===== config.mk =====
export PLATFORM = sky130hd
export DESIGN_NAME = dmem_lsu_ctrl_flat
export DESIGN_NICKNAME = d
export VERILOG_FILES = /design/src/rtl/dmem_lsu_if.sv /design/src/rtl/dmem_lsu_ctrl.sv /design/src/flat_wrapper.sv
export SDC_FILE = /design/constraint.sdc
export NUM_CORES = 1
export LEC_CHECK = 0
export ABC_AREA = 1
export CAP_MARGIN = 20
export CELL_PAD_IN_SITES_DETAIL_PLACEMENT = 0
export CELL_PAD_IN_SITES_GLOBAL_PLACEMENT = 1
export CORE_ASPECT_RATIO = 0.75
export CORE_UTILIZATION = 36
export CTS_BUF_LIST = sky130_fd_sc_hd__clkbuf_8
export CTS_CLUSTER_SIZE = 14
export DETAILED_ROUTE_END_ITERATION = 10
export PLACE_DENSITY = 0.91
export SYNTH_ARGS = -nofsm -noshare
export SYNTH_HDL_FRONTEND = slang
export SYNTH_SLANG_ARGS = --single-unit

===== constraint.sdc =====
create_clock -name clk -period 10.1 [get_ports clk]
set_clock_uncertainty 0.05 [all_clocks]
set_input_delay 1.515 -clock clk [delete_from_list [all_inputs] [get_ports clk]]
set_output_delay 1.515 -clock clk [all_outputs]
set_load 0.1 [all_outputs]

===== src/rtl/dmem_lsu_if.sv =====
// Bundle of core-side request/response and data-memory signals for the
// load/store controller. The controller takes the slave view; the core and
// memory model together take the master view.
interface dmem_lsu_if;
  logic        req_valid;
  logic        req_ready;
  logic        req_we;
  logic [2:0]  req_funct3;
  logic [31:0] req_addr;
  logic [31:0] req_wdata;
  logic        resp_valid;
  logic [31:0] resp_rdata;
  logic        resp_err;
  logic        busy;
  logic        mem_read;
  logic        mem_write;
  logic [31:0] mem_addr;
  logic [31:0] mem_wdata;
  logic [31:0] mem_rdata;

  modport slave (
    input  req_valid, req_we, req_funct3, req_addr, req_wdata, mem_rdata,
    output req_ready, resp_valid, resp_rdata, resp_err, busy,
           mem_read, mem_write, mem_addr, mem_wdata
  );

  modport master (
    output req_valid, req_we, req_funct3, req_addr, req_wdata, mem_rdata,
    input  req_ready, resp_valid, resp_rdata, resp_err, busy,
           mem_read, mem_write, mem_addr, mem_wdata
  );
endinterface


===== src/rtl/dmem_lsu_ctrl.sv =====
// Load/store controller between the RV32I MEM stage and a word-wide data
// memory. Byte-addressed LB/LH/LW/LBU/LHU/SB/SH/SW requests become word
// cycles; sub-word stores are done as read-modify-write, loads extract and
// extend the addressed lane. Bad requests answer with an error and never
// touch memory.
module dmem_lsu_ctrl #(
  parameter int DEPTH = 64,
  parameter int IDX_W = 6
) (
  input  logic      clk,
  input  logic      rst,
  dmem_lsu_if.slave bus
);

  typedef enum logic [2:0] {
    IDLE   = 3'd0,
    LOAD   = 3'd1,
    WRITE  = 3'd2,
    RMW_RD = 3'd3,
    RMW_WR = 3'd4,
    RESP   = 3'd5
  } state_t;

  // Request legality: funct3 encoding, alignment and word-index range.
  function automatic logic req_error(input logic        we,
                                     input logic [2:0]  f3,
                                     input logic [31:0] addr);
    logic e;
    e = 1'b0;
    case (f3)
      3'b000:  e = 1'b0;
      3'b001:  e = addr[0];
      3'b010:  e = (addr[1:0] != 2'b00);
      3'b100:  e = we;
      3'b101:  e = we | addr[0];
      default: e = 1'b1;
    endcase
    if ({2'b00, addr[31:2]} >= 32'(DEPTH)) begin
      e = 1'b1;
    end else begin
      e = e;
    end
    return e;
  endfunction

  // Pick the addressed byte/half out of a word and sign- or zero-extend it.
  function automatic logic [31:0] load_extract(input logic [2:0]  f3,
                                               input logic [1:0]  lo,
                                               input logic [31:0] word);
    logic [7:0]  b;
    logic [15:0] h;
    logic [31:0] r;
    case (lo)
      2'd0:    b = word[7:0];
      2'd1:    b = word[15:8];
      2'd2:    b = word[23:16];
      2'd3:    b = word[31:24];
      default: b = 8'h00;
    endcase
    h = lo[1] ? word[31:16] : word[15:0];
    case (f3)
      3'b000:  r = {{24{b[7]}}, b};
      3'b001:  r = {{16{h[15]}}, h};
      3'b010:  r = word;
      3'b100:  r = {24'h000000, b};
      3'b101:  r = {16'h0000, h};
      default: r = 32'h0000_0000;
    endcase
    return r;
  endfunction

  // Replace only the addressed byte/half lane of a word with store data.
  function automatic logic [31:0] merge_lane(input logic [2:0]  f3,
                                             input logic [1:0]  lo,
                                             input logic [31:0] word,
                                             input logic [31:0] wd);
    logic [31:0] r;
    r = word;
    if (f3 == 3'b000) begin
      case (lo)
        2'd0:    r[7:0]   = wd[7:0];
        2'd1:    r[15:8]  = wd[7:0];
        2'd2:    r[23:16] = wd[7:0];
        2'd3:    r[31:24] = wd[7:0];
        default: r = word;
      endcase
    end else begin
      if (lo[1]) begin
        r[31:16] = wd[15:0];
      end else begin
        r[15:0] = wd[15:0];
      end
    end
    return r;
  endfunction

  state_t            state_r;
  state_t            state_nxt_s;
  logic [2:0]        funct3_r;
  logic [1:0]        addr_lo_r;
  logic [IDX_W-1:0]  idx_r;
  logic [31:0]       wdata_r;
  logic [31:0]       word_r;
  logic [31:0]       rdata_r;
  logic              err_r;
  logic              accept_s;
  logic              err_s;

  assign accept_s = (state_r == IDLE) && bus.req_valid;
  assign err_s    = req_error(bus.req_we, bus.req_funct3, bus.req_addr);

  // State register; reset forces IDLE so memory strobes drop immediately.
  always_ff @(posedge clk or posedge rst) begin
    if (rst) begin
      state_r <= IDLE;
    end else begin
      state_r <= state_nxt_s;
    end
  end

  // Next-state decode; the operation path is chosen at accept time.
  always_comb begin
    state_nxt_s = state_r;
    case (state_r)
      IDLE: begin
        if (accept_s) begin
          if (err_s) begin
            state_nxt_s = RESP;
          end else if (!bus.req_we) begin
            state_nxt_s = LOAD;
          end else if (bus.req_funct3 == 3'b010) begin
            state_nxt_s = WRITE;
          end else begin
            state_nxt_s = RMW_RD;
          end
        end else begin
          state_nxt_s = IDLE;
        end
      end
      LOAD:    state_nxt_s = RESP;
      WRITE:   state_nxt_s = RESP;
      RMW_RD:  state_nxt_s = RMW_WR;
      RMW_WR:  state_nxt_s = RESP;
      RESP:    state_nxt_s = IDLE;
      default: state_nxt_s = IDLE;
    endcase
  end

  // Latch the accepted request; only the bits the datapath needs are kept.
  always_ff @(posedge clk or posedge rst) begin
    if (rst) begin
      funct3_r  <= 3'b000;
      addr_lo_r <= 2'b00;
      idx_r     <= '0;
      wdata_r   <= 32'h0000_0000;
    end else if (accept_s) begin
      funct3_r  <= bus.req_funct3;
      addr_lo_r <= bus.req_addr[1:0];
      idx_r     <= bus.req_addr[IDX_W+1:2];
      wdata_r   <= bus.req_wdata;
    end else begin
      funct3_r  <= funct3_r;
      addr_lo_r <= addr_lo_r;
      idx_r     <= idx_r;
      wdata_r   <= wdata_r;
    end
  end

  // Merge store data into the word read during RMW_RD, ready for RMW_WR.
  always_ff @(posedge clk or posedge rst) begin
    if (rst) begin
      word_r <= 32'h0000_0000;
    end else if (state_r == RMW_RD) begin
      word_r <= merge_lane(funct3_r, addr_lo_r, bus.mem_rdata, wdata_r);
    end else begin
      word_r <= word_r;
    end
  end

  // Response data/error are loaded on entry to RESP and held until the next.
  always_ff @(posedge clk or posedge rst) begin
    if (rst) begin
      rdata_r <= 32'h0000_0000;
      err_r   <= 1'b0;
    end else if ((state_r != RESP) && (state_nxt_s == RESP)) begin
      rdata_r <= (state_r == LOAD) ?
                 load_extract(funct3_r, addr_lo_r, bus.mem_rdata) : 32'h0000_0000;
      err_r   <= (state_r == IDLE);
    end else begin
      rdata_r <= rdata_r;
      err_r   <= err_r;
    end
  end

  // Output decode from the state register; strobes are mutually exclusive.
  always_comb begin
    bus.req_ready  = 1'b0;
    bus.busy       = 1'b1;
    bus.resp_valid = 1'b0;
    bus.mem_read   = 1'b0;
    bus.mem_write  = 1'b0;
    bus.mem_addr   = {{(32-IDX_W){1'b0}}, idx_r};
    bus.mem_wdata  = 32'h0000_0000;
    case (state_r)
      IDLE: begin
        bus.req_ready = 1'b1;
        bus.busy      = 1'b0;
        bus.mem_addr  = 32'h0000_0000;
      end
      LOAD:   bus.mem_read = 1'b1;
      RMW_RD: bus.mem_read = 1'b1;
      WRITE: begin
        bus.mem_write = 1'b1;
        bus.mem_wdata = wdata_r;
      end
      RMW_WR: begin
        bus.mem_write = 1'b1;
        bus.mem_wdata = word_r;
      end
      RESP: begin
        bus.resp_valid = 1'b1;
        bus.mem_addr   = 32'h0000_0000;
      end
      default: begin
        bus.busy     = 1'b0;
        bus.mem_addr = 32'h0000_0000;
      end
    endcase
  end

  assign bus.resp_rdata = rdata_r;
  assign bus.resp_err   = err_r;

endmodule

===== src/flat_wrapper.sv =====
// flat-port wrapper written by rule: the top's interface ports become plain ports
module dmem_lsu_ctrl_flat 
#(
  parameter int DEPTH = 64,
  parameter int IDX_W = 6
)
  (clk, rst, bus_req_valid, bus_req_we, bus_req_funct3, bus_req_addr, bus_req_wdata, bus_mem_rdata, bus_req_ready, bus_resp_valid, bus_resp_rdata, bus_resp_err, bus_busy, bus_mem_read, bus_mem_write, bus_mem_addr, bus_mem_wdata);
  dmem_lsu_if bus_i ();
  input  logic clk;
  input  logic rst;
  input wire logic [$bits(bus_i.req_valid)-1:0] bus_req_valid;
  input wire logic [$bits(bus_i.req_we)-1:0] bus_req_we;
  input wire logic [$bits(bus_i.req_funct3)-1:0] bus_req_funct3;
  input wire logic [$bits(bus_i.req_addr)-1:0] bus_req_addr;
  input wire logic [$bits(bus_i.req_wdata)-1:0] bus_req_wdata;
  input wire logic [$bits(bus_i.mem_rdata)-1:0] bus_mem_rdata;
  output wire logic [$bits(bus_i.req_ready)-1:0] bus_req_ready;
  output wire logic [$bits(bus_i.resp_valid)-1:0] bus_resp_valid;
  output wire logic [$bits(bus_i.resp_rdata)-1:0] bus_resp_rdata;
  output wire logic [$bits(bus_i.resp_err)-1:0] bus_resp_err;
  output wire logic [$bits(bus_i.busy)-1:0] bus_busy;
  output wire logic [$bits(bus_i.mem_read)-1:0] bus_mem_read;
  output wire logic [$bits(bus_i.mem_write)-1:0] bus_mem_write;
  output wire logic [$bits(bus_i.mem_addr)-1:0] bus_mem_addr;
  output wire logic [$bits(bus_i.mem_wdata)-1:0] bus_mem_wdata;
  assign bus_i.req_valid = bus_req_valid;
  assign bus_i.req_we = bus_req_we;
  assign bus_i.req_funct3 = bus_req_funct3;
  assign bus_i.req_addr = bus_req_addr;
  assign bus_i.req_wdata = bus_req_wdata;
  assign bus_i.mem_rdata = bus_mem_rdata;
  assign bus_req_ready = bus_i.req_ready;
  assign bus_resp_valid = bus_i.resp_valid;
  assign bus_resp_rdata = bus_i.resp_rdata;
  assign bus_resp_err = bus_i.resp_err;
  assign bus_busy = bus_i.busy;
  assign bus_mem_read = bus_i.mem_read;
  assign bus_mem_write = bus_i.mem_write;
  assign bus_mem_addr = bus_i.mem_addr;
  assign bus_mem_wdata = bus_i.mem_wdata;
  dmem_lsu_ctrl #(.DEPTH(DEPTH), .IDX_W(IDX_W)) u_core (.clk(clk), .rst(rst), .bus(bus_i));
endmodule

==> results of run 1 <==
[worst register-to-register path: cells and delay by family (launching register included)]
family	cells	cell delay (ns)
buf+inv	1	0.31
simple gates	6	1.63
flops	1	0.37
compound gates	1	0.27
[placed cells by master (no fill, tap or decap), types with 2 or more instances in the layout]
master,count
sky130_fd_sc_hd__a21oi_1,33
sky130_fd_sc_hd__nand2_2,3
sky130_fd_sc_hd__nor2_4,3
sky130_fd_sc_hd__nor2_2,2
sky130_fd_sc_hd__o211ai_1,34
sky130_fd_sc_hd__nor3_1,4
sky130_fd_sc_hd__nand2_1,291
sky130_fd_sc_hd__buf_4,5
sky130_fd_sc_hd__o21ai_0,131
sky130_fd_sc_hd__conb_1,26
sky130_fd_sc_hd__nand4_1,8
sky130_fd_sc_hd__inv_1,84
sky130_fd_sc_hd__inv_2,6
sky130_fd_sc_hd__clkinvlp_4,3
sky130_fd_sc_hd__clkbuf_8,9
sky130_fd_sc_hd__o22ai_1,34
sky130_fd_sc_hd__clkdlybuf4s50_1,178
sky130_fd_sc_hd__nand3_1,39
sky130_fd_sc_hd__dfrtp_1,111
sky130_fd_sc_hd__or2_2,5
sky130_fd_sc_hd__o21ai_1,2
sky130_fd_sc_hd__nor2_1,32
sky130_fd_sc_hd__inv_4,2
[layout make-up]
type | count | area, sq um | share of cell area
Clock buffer | 9 | 124 | 0.0147
Clock inverter | 7 | 56.3 | 0.00666
Inverter | 92 | 350 | 0.0415
Multi-Input combinational cell | 651 | 3010 | 0.356
Sequential cell | 111 | 2780 | 0.329
Tap cell | 242 | 303 | 0.0358
Timing Repair Buffer | 184 | 1830 | 0.217
[cell families (layout without fill, tap and decap cells)]
logic type,after synthesis,count (layout),synth area share
simple gates,390,390,0.247
compound gates,235,235,0.202
buf+inv,172,292,0.121
flops,111,111,0.429
other cells,1,26,0.000579
[registers in the layout (all words and copies together) (netlist names)]
name / cells
u_core.bus.resp_rdata: 32
u_core.wdata_r: 32
u_core.word_r: 32
u_core.idx_r: 6
u_core.funct3_r: 3
u_core.state_r: 3
u_core.addr_lo_r: 2
u_core.bus.resp_err: 1
[worst paths after layout]
path	cells after the start	endpoint	slack [ns]
max	8	bus_mem_addr[3]	5.17
min	2	u_core.bus.resp_rdata[3]	0.43
max reg2reg	8	u_core.bus.resp_rdata[21]	7.43
min reg2reg	2	u_core.bus.resp_rdata[3]	0.43
max in group asynchronous	3	u_core.state_r[1]	7.25
min in group asynchronous	2	u_core.idx_r[2]	1.55
[per-stage QoR]
stage	setup WS (ns)	area, sq um
after detailed placement	5.59	8260
after CTS	5.13	8440
after floorplan	5.49	6570
final	5.17	8450
after global placement	5.64	8260
after global routing	4.97	8450
[metal layers]
layer | part of all wire | routed length, um
met5 | 0.0012 | 25
met4 | 0.012 | 263
met3 | 0.085 | 1790
met2 | 0.40 | 8540
met1 | 0.50 | 10500
==> implementation parameters, run 1 <==
Parameter                              Value

Worst setup path
  Cell with the largest stage delay on the worst path    sky130_fd_sc_hd__clkdlybuf4s50_1
  CP Cell Sequence    inv_2 > nand2_2 > nor2_2 > inv_4 > nand3_2 > nor2_4 > nor2_1 > clkdlybuf4s50_1
  Total buffers and inverters traversed by the critical path    3
  WP data required    8.54 ns
  Highest fanout seen on the critical path    19
  Kind of end point of the critical path    output pin
  Cell family contributing the most delay on the critical path    buffers and inverters
  Setup crit start kind    flip-flop
  Slowest Stage Delay on Critical Path    1.14 ns
  Crit path from    u_core.state_r[2]
  Critical Setup Path Class    flip-flop to output pin
  Beginning of the worst register-to-register path    u_core.addr_lo_r[1]
  Critical Path AT    3.36 ns

Outcome
  Result of the run    finished clean

GRT
  Met3 GRT Util    0.0530
  Busiest layer in global routing    met1
  GR Layer Usage met1    0.364
  Antenna violations before repair    2
  Via count of the first global-routing pass    5927
  Global route total overflow    0
  Largest net degree at the start of global routing    68
  GRT Overall Usage    0.232
  Routing usage on met2    0.315
  Wire length of the first global-routing pass    32800 um

Floorplanning
  Die Area    18500 sq um
  Core ar.    17600 sq um
  Die Ht    118 um
  Die span in x    157 um
  Starting Density    0.368
  Num ports    205
  Std-Cell Rows    42

Hold path
  Worst hold path type    flip-flop to flip-flop
  Hold Startpoint    u_core.bus.resp_rdata[3]

Synth
  Share of flip-flops with an asynchronous set or reset    1.00
  Yosys warnings    0
  Dominant synthesized flop cell    sky130_fd_sc_hd__dfrtp_1
  Top cell type's share of synthesized area    0.429
  Seq cells post-synth    111
  Synth area leaders    sky130_fd_sc_hd__dfrtp_1, sky130_fd_sc_hd__nand2_1, sky130_fd_sc_hd__o21ai_0, sky130_fd_sc_hd__inv_1, sky130_fd_sc_hd__o211ai_1
  Cell area after synthesis    6470 sq um
  Leading post-synthesis cells by instance count    sky130_fd_sc_hd__nand2_1, sky130_fd_sc_hd__o21ai_0, sky130_fd_sc_hd__dfrtp_1
  Number of enable-type register cells in the synthesized netlist    0
  Cell taking the most area after synthesis    sky130_fd_sc_hd__dfrtp_1
  Average cell area after synthesis    7.12 sq um
  Post-synthesis sequential area ratio    0.429
  Post-synthesis instance total    909
  Cell with the most instances after synthesis    sky130_fd_sc_hd__nand2_1
  Count of different cell masters after synthesis    29

Clocking
  Number of post-CTS setup repair buffers    0
  H-tree levels    3
  Maximum count of clock buffers along a single path    2
  Clock transition at the registers of the reported paths    0.11 ns
  Clock Latency Late Sink    0.39 ns
  Number of resized instances in the post-cts repair step    0
  TritonCTS clock tree    built
  Clock sink count    111
  Cell at the root of the clock tree    sky130_fd_sc_hd__clkbuf_8
  CTS Hold Buffers Added    0
  CTS buffer count    9

Timing
  Maximum frequency from static timing analysis    203 MHz
  Part of the cycle the worst path needs    0.488
  Slew HR    0.282
  Total Neg Setup Slack    0 ns
  Final setup violation count    0
  Slew of the pin with the lowest slew margin    1.08 ns
  Hold Worst Slack    0.432 ns
  Min Tclk post-route    4.93 ns
  Unrepaired setup endpoints after global routing    false
  Pins Over Slew Limit    0
  Final Hold Fails    0

Routing
  Length of the first detailed-routing pass in iterations    6
  Wirelength per Cell    16.3 um
  DR vias    6514
  Total DRC errors in the routed layout    0
  Count of routing violations after the opening detailed-route iteration    593
  Mean number of vias per cell    5.03
  Post-route antenna net violation count    0
  Final WL    21100 um

Finish
  Fraction of layout instances using a drive strength above 1    0.0436
  Number of antenna repair diodes    0
  Final nets    1152
  Share of the core filled with cells in the final layout    0.480
  Area delta synth->final    30.6%
  Number of cells in the finished layout apart from fillers    1296
  Filler cell count in the final layout    1793

Placement
  HPWL reported at the end of detailed placement    15400 um
  Buffers on Ports    178
  Dpl cells    1279
  Gpl congestion    0.879

Flow run
  Max-Cap Viols    0
Power of run 1 is not shown: default switching activity piles up to over one toggle a cycle in this logic, so the estimate is an artifact.
==> run 2: changes to the inputs <==
CORE_UTILIZATION = 30   (was 36)
PLACE_DENSITY = 0.81   (was 0.91)
clock period = 4.15 ns   (was 10.1 ns; I/O delays follow)
==> run 2 against run 1 <==
  * Global-route usage decreased by 3.2 points
  * Clock-buffer cell count up 1
  * Design area increased by 0.13%
==> implementation parameters, run 2 (synthesis gave the netlist of run 1 again) <==
Parameter                              Value

Outcome
  Result of the run    finished clean

Flow run
  Max-Cap Viols    0 (unchanged)

Timing
  Min Tclk post-route    3.25 ns
  Pins Over Slew Limit    0 (unchanged)
  Part of the cycle the worst path needs    0.782
  Unrepaired setup endpoints after global routing    false
  Final Hold Fails    0 (unchanged)
  Maximum frequency from static timing analysis    308 MHz
  Final setup violation count    0 (unchanged)
  Slew HR    0.318 (+0.0365)
  Slew of the pin with the lowest slew margin    1.02 ns (-0.0567 ns)
  Total Neg Setup Slack    0 ns (unchanged)

Routing
  Met1 wire length    10700 um (+2.0%)
  Met2 Routed Length    9350 um (+9.4%)
  Length of the first detailed-routing pass in iterations    5 (-1)
  Final WL    22100 um (+4.4%)
  Post-route antenna net violation count    0 (unchanged)
  Mean number of vias per cell    4.84 (-3.7%)
  Wirelength per Cell    16.4 um (+0.71%)
  DR vias    6507 (-0.11%)
  Met3 wirelength from detailed routing    1820 um (+2.0%)
  Count of routing violations after the opening detailed-route iteration    817 (+38%)
  Highest routing layer actually used    met5
  Total DRC errors in the routed layout    0 (unchanged)

GRT
  Antenna violations before repair    1 (-1)
  GRT Overall Usage    0.200 (-0.0323)
  Via count of the first global-routing pass    5909 (-0.30%)
  Global route total overflow    0 (unchanged)
  Largest net degree at the start of global routing    112 (+65%)
  Wire length of the first global-routing pass    33600 um (+2.5%)

Floorplanning
  Die Area    22200 sq um (+20%)
  Starting Density    0.306 (-0.0612)
  Std-Cell Rows    46 (+9.5%)
  Num ports    205 (unchanged)
  Die Ht    129 um (+9.4%)
  Die span in x    172 um (+9.4%)
  Core ar.    21100 sq um (+20%)

Clocking
  H-tree levels    3 (unchanged)
  Number of post-CTS setup repair buffers    0 (unchanged)
  Clock transition at the registers of the reported paths    0.12 ns (about the same)
  Maximum count of clock buffers along a single path    2 (unchanged)
  Cell at the root of the clock tree    sky130_fd_sc_hd__clkbuf_8
  Clock sink count    111 (unchanged)
  TritonCTS clock tree    built
  Number of resized instances in the post-cts repair step    0 (unchanged)
  CTS buffer count    9 (unchanged)
  CTS Hold Buffers Added    0 (unchanged)
  Clock Latency Late Sink    0.40 ns (about the same)

Finish
  Area delta synth->final    30.8%
  Fraction of layout instances using a drive strength above 1    0.0815 (+0.0379)
  Filler cell count in the final layout    2242 (+25%)
  Final nets    1153 (+0.087%)
  Footprint of the flip-flops and latches    2780 sq um (unchanged)
  Most common cell after layout, fill and taps aside    sky130_fd_sc_hd__nand2_1
  Commonest cells after routing, fill and taps aside    sky130_fd_sc_hd__nand2_1, sky130_fd_sc_hd__clkdlybuf4s50_1, sky130_fd_sc_hd__o21ai_0, sky130_fd_sc_hd__dfrtp_1, sky130_fd_sc_hd__inv_1
  Footprint of the multi-input gates    3010 sq um (unchanged)

Placement
  HPWL reported at the end of detailed placement    16300 um (+5.3%)
  Buffers on Ports    178 (unchanged)
  Gpl congestion    0.881 (+0.22%)

Worst setup path
  Critical Path AT    2.57 ns (-0.79 ns)
  WP data required    3.48 ns (-5.06 ns)
  Critical Setup Path Class    flip-flop to output pin
  Setup crit start kind    flip-flop
  Highest fanout seen on the critical path    19 (unchanged)
  Kind of end point of the critical path    output pin

Hold path
  Worst hold path type    flip-flop to flip-flop
-- run 2: final timing paths --
kind                       cells past startpoint                   endpoint  slack (ns)                       from
max                                            6           bus_mem_wdata[6]        0.90          u_core.state_r[2]
min                                            2  u_core.bus.resp_rdata[31]        0.43  u_core.bus.resp_rdata[31]
max reg2reg                                    8  u_core.bus.resp_rdata[10]        1.39          u_core.state_r[2]
min reg2reg                                    2  u_core.bus.resp_rdata[31]        0.43  u_core.bus.resp_rdata[31]
max in group asynchronous                      3  u_core.bus.resp_rdata[25]        2.94                        rst
min in group asynchronous                      3            u_core.idx_r[1]        0.64                        rst
-- run 2: metal layers --
layer	up-vias	track usage
met1	3025	0.303
met3	12	0.0480
met2	276	0.288
met5	-	0
li1	3192	-
met4	2	0.0331
-- run 2: worst max-delay path: stages, from the launching register on --
cell	delay, ns
sky130_fd_sc_hd__dfrtp_1	0.46
sky130_fd_sc_hd__inv_2	0.10
sky130_fd_sc_hd__nand2_2	0.09
sky130_fd_sc_hd__nor2_2	0.57
sky130_fd_sc_hd__inv_4	0.25
sky130_fd_sc_hd__o22ai_1	0.33
sky130_fd_sc_hd__buf_4	0.35
-- run 2: cell type report --
cell class	instances	share of cell area
sequential	111	0.328
clock buffer	10	0.0163
multi-input combinational	651	0.356
antenna	1	0.000296
inverter	92	0.0414
tap	288	0.0426
timing repair buffer	185	0.207
clock inverter	6	0.00887
-- run 2: stage by stage --
step                      utilization  area, sq um  setup WS [ns]  hold WS (ns)  std cells
after CTS                       0.400         8460          0.900         0.437       1343
after detailed placement        0.390         8250           1.19         0.412       1327
final                           0.401         8460          0.904         0.434       1344
after global routing            0.400         8460          0.746         0.465       1343
after floorplan                     -         6570          0.432         0.399        934
after global placement          0.390         8250           1.25         0.410       1327
Power of run 2 is left out for the same reason.
==> run 3: changes to the inputs <==
CORE_UTILIZATION = 34   (was 30)
PLACE_DENSITY = 0.86   (was 0.81)
clock period = 3.3 ns   (was 4.15 ns; I/O delays follow)
==> run 3 against run 2 <==
  * Die area is 12% lower
  * Register-to-register slack got worse by 0.58 ns
  * Critical path type unchanged
  * First-iteration DRC count shrank 27%
  * Via count barely moved
  * Core utilization increased by 6.4 points
  * Sequential share of layout area is 0.64 points lower
  * Critical path depth stayed put
  * Worst hold slack about the same
  * Clock-buffer cell count unchanged
  * Non-clock buffer count is 3 higher
  * Setup slack worse by 0.36 ns
  * Global-route usage grew 2.3 points
  * Highest routed layer unchanged
==> implementation parameters, run 3 (synthesis gave the netlist of run 1 again) <==
Parameter                              Value

Outcome
  Result of the run    finished clean

Routing
  Final WL    21300 um (-3.5%)
  Length of the first detailed-routing pass in iterations    7 (+2)
  Highest routing layer actually used    met5
  Post-route antenna net violation count    0 (unchanged)
  Total DRC errors in the routed layout    0 (unchanged)
  DR vias    6504 (-0.046%)
  Met1 wire length    10300 um (-3.9%)
  Count of routing violations after the opening detailed-route iteration    596 (-27%)
  Met3 wirelength from detailed routing    1680 um (-8.1%)
  Wirelength per Cell    16.3 um (-0.60%)
  Met2 Routed Length    9130 um (-2.4%)
  Mean number of vias per cell    4.98 (+2.9%)

Floorplanning
  Starting Density    0.349 (+0.0423)
  Die Area    19600 sq um (-12%)
  Core ar.    18600 sq um (-12%)
  Die span in x    161 um (-6.0%)
  Num ports    205 (unchanged)
  Std-Cell Rows    43 (-6.5%)
  Die Ht    121 um (-6.0%)

Placement
  HPWL reported at the end of detailed placement    15500 um (-4.4%)
  Gpl congestion    0.835 (-5.2%)
  Buffers on Ports    178 (unchanged)

Worst setup path
  Crit path from    u_core.state_r[2]
  WP data required    2.75 ns (-0.73 ns)
  Kind of end point of the critical path    output pin
  Beginning of the worst register-to-register path    u_core.addr_lo_r[1]
  Destination of the worst register-to-register timing path    u_core.bus.resp_rdata[11]
  Highest fanout seen on the critical path    25 (+6)
  Critical Setup Path Class    flip-flop to output pin
  R2r worst-path depth    9 (+1)
  Critical Path AT    2.21 ns (-0.36 ns)
  Setup crit start kind    flip-flop
  R2r setup slk    0.81 ns (-0.58 ns)

Hold path
  Hold Startpoint    u_core.bus.resp_rdata[16]
  Worst hold path type    flip-flop to flip-flop
  Hold Path Depth    2 (unchanged)
  Hold path endpoint    u_core.bus.resp_rdata[16]

Clocking
  H-tree levels    3 (unchanged)
  Clock sink count    111 (unchanged)
  Number of resized instances in the post-cts repair step    0 (unchanged)
  Maximum count of clock buffers along a single path    2 (unchanged)
  TritonCTS clock tree    built
  Number of post-CTS setup repair buffers    0 (unchanged)
  CTS Hold Buffers Added    0 (unchanged)
  Cell at the root of the clock tree    sky130_fd_sc_hd__clkbuf_8
  Clock Latency Late Sink    0.41 ns (about the same)
  Clock transition at the registers of the reported paths    0.11 ns (about the same)
  CTS buffer count    9 (unchanged)

Finish
  Commonest cells after routing, fill and taps aside    sky130_fd_sc_hd__nand2_1, sky130_fd_sc_hd__o21ai_0, sky130_fd_sc_hd__dfrtp_1, sky130_fd_sc_hd__clkdlybuf4s50_1, sky130_fd_sc_hd__inv_1
  Area delta synth->final    33.4%
  Final nets    1156 (+0.26%)
  Fraction of layout instances using a drive strength above 1    0.120 (+0.0385)
  Most common cell after layout, fill and taps aside    sky130_fd_sc_hd__nand2_1
  Number of antenna repair diodes    0 (-1)

GRT
  Via count of the first global-routing pass    6036 (+2.1%)
  GRT Overall Usage    0.223 (+0.0229)
  Antenna violations before repair    1 (unchanged)
  Largest net degree at the start of global routing    112 (unchanged)
  Global route total overflow    0 (unchanged)
  Wire length of the first global-routing pass    33600 um (-0.14%)

Timing
  Part of the cycle the worst path needs    0.836
  Final setup violation count    0 (unchanged)
  Maximum frequency from static timing analysis    362 MHz
  Slew of the pin with the lowest slew margin    0.895 ns (-0.124 ns)
  Total Neg Setup Slack    0 ns (unchanged)
  Unrepaired setup endpoints after global routing    false
  Final Hold Fails    0 (unchanged)
  Min Tclk post-route    2.76 ns
  Pins Over Slew Limit    0 (unchanged)
  Slew HR    0.401 (+0.0826)

Flow run
  Max-Cap Viols    0 (unchanged)
[run 3: how the worst max path moves through the flow]
stage / cells after the start / to / slack, ns
global route: 6 / bus_mem_wdata[18] / 0.32
global placement: 9 / u_core.bus.resp_rdata[31] / 0.88
floorplan: 5 / bus_mem_wdata[20] / -0.27
finish: 6 / bus_mem_wdata[18] / 0.54
CTS: 6 / bus_mem_wdata[18] / 0.50
detailed placement: 9 / u_core.bus.resp_rdata[17] / 0.84
[run 3: cell type report]
type                            instances  area [sq um]
Fill cell                            1901          9930
Multi-Input combinational cell        651          3010
Sequential cell                       111          2780
Timing Repair Buffer                  188          1970
Inverter                               92           352
Tap cell                              247           309
Clock buffer                           10           138
Clock inverter                          6          72.6
[run 3: critical path: stages, from the launching register on]
cell and delay (ns):
sky130_fd_sc_hd__dfrtp_1 0.47, sky130_fd_sc_hd__inv_2 0.08, sky130_fd_sc_hd__nor3_1 0.14, sky130_fd_sc_hd__inv_1 0.22, sky130_fd_sc_hd__buf_4 0.29, sky130_fd_sc_hd__o21ai_0 0.26
sky130_fd_sc_hd__buf_4 0.34
[run 3: layer usage]
| metal | GRT usage | vias to the layer above |
|---|---|---|
| met5 | 0 | - |
| met4 | 0.0425 | 2 |
| met3 | 0.0595 | 16 |
| met2 | 0.327 | 238 |
| met1 | 0.327 | 3045 |
| li1 | - | 3203 |
[run 3: through the flow]
stage	std cells	area (sq um)	hold slack, ns	setup WS [ns]	utilization
2_1_floorplan	934	6570	0.399	-0.268	-
3_3_place_gp	1289	8420	0.410	0.883	0.454
3_5_place_dp	1289	8420	0.414	0.838	0.454
4_1_cts	1305	8630	0.437	0.500	0.465
5_1_grt	1305	8630	0.455	0.323	0.465
6_report	1305	8630	0.434	0.541	0.465
Power of run 3 is left out for the same reason.
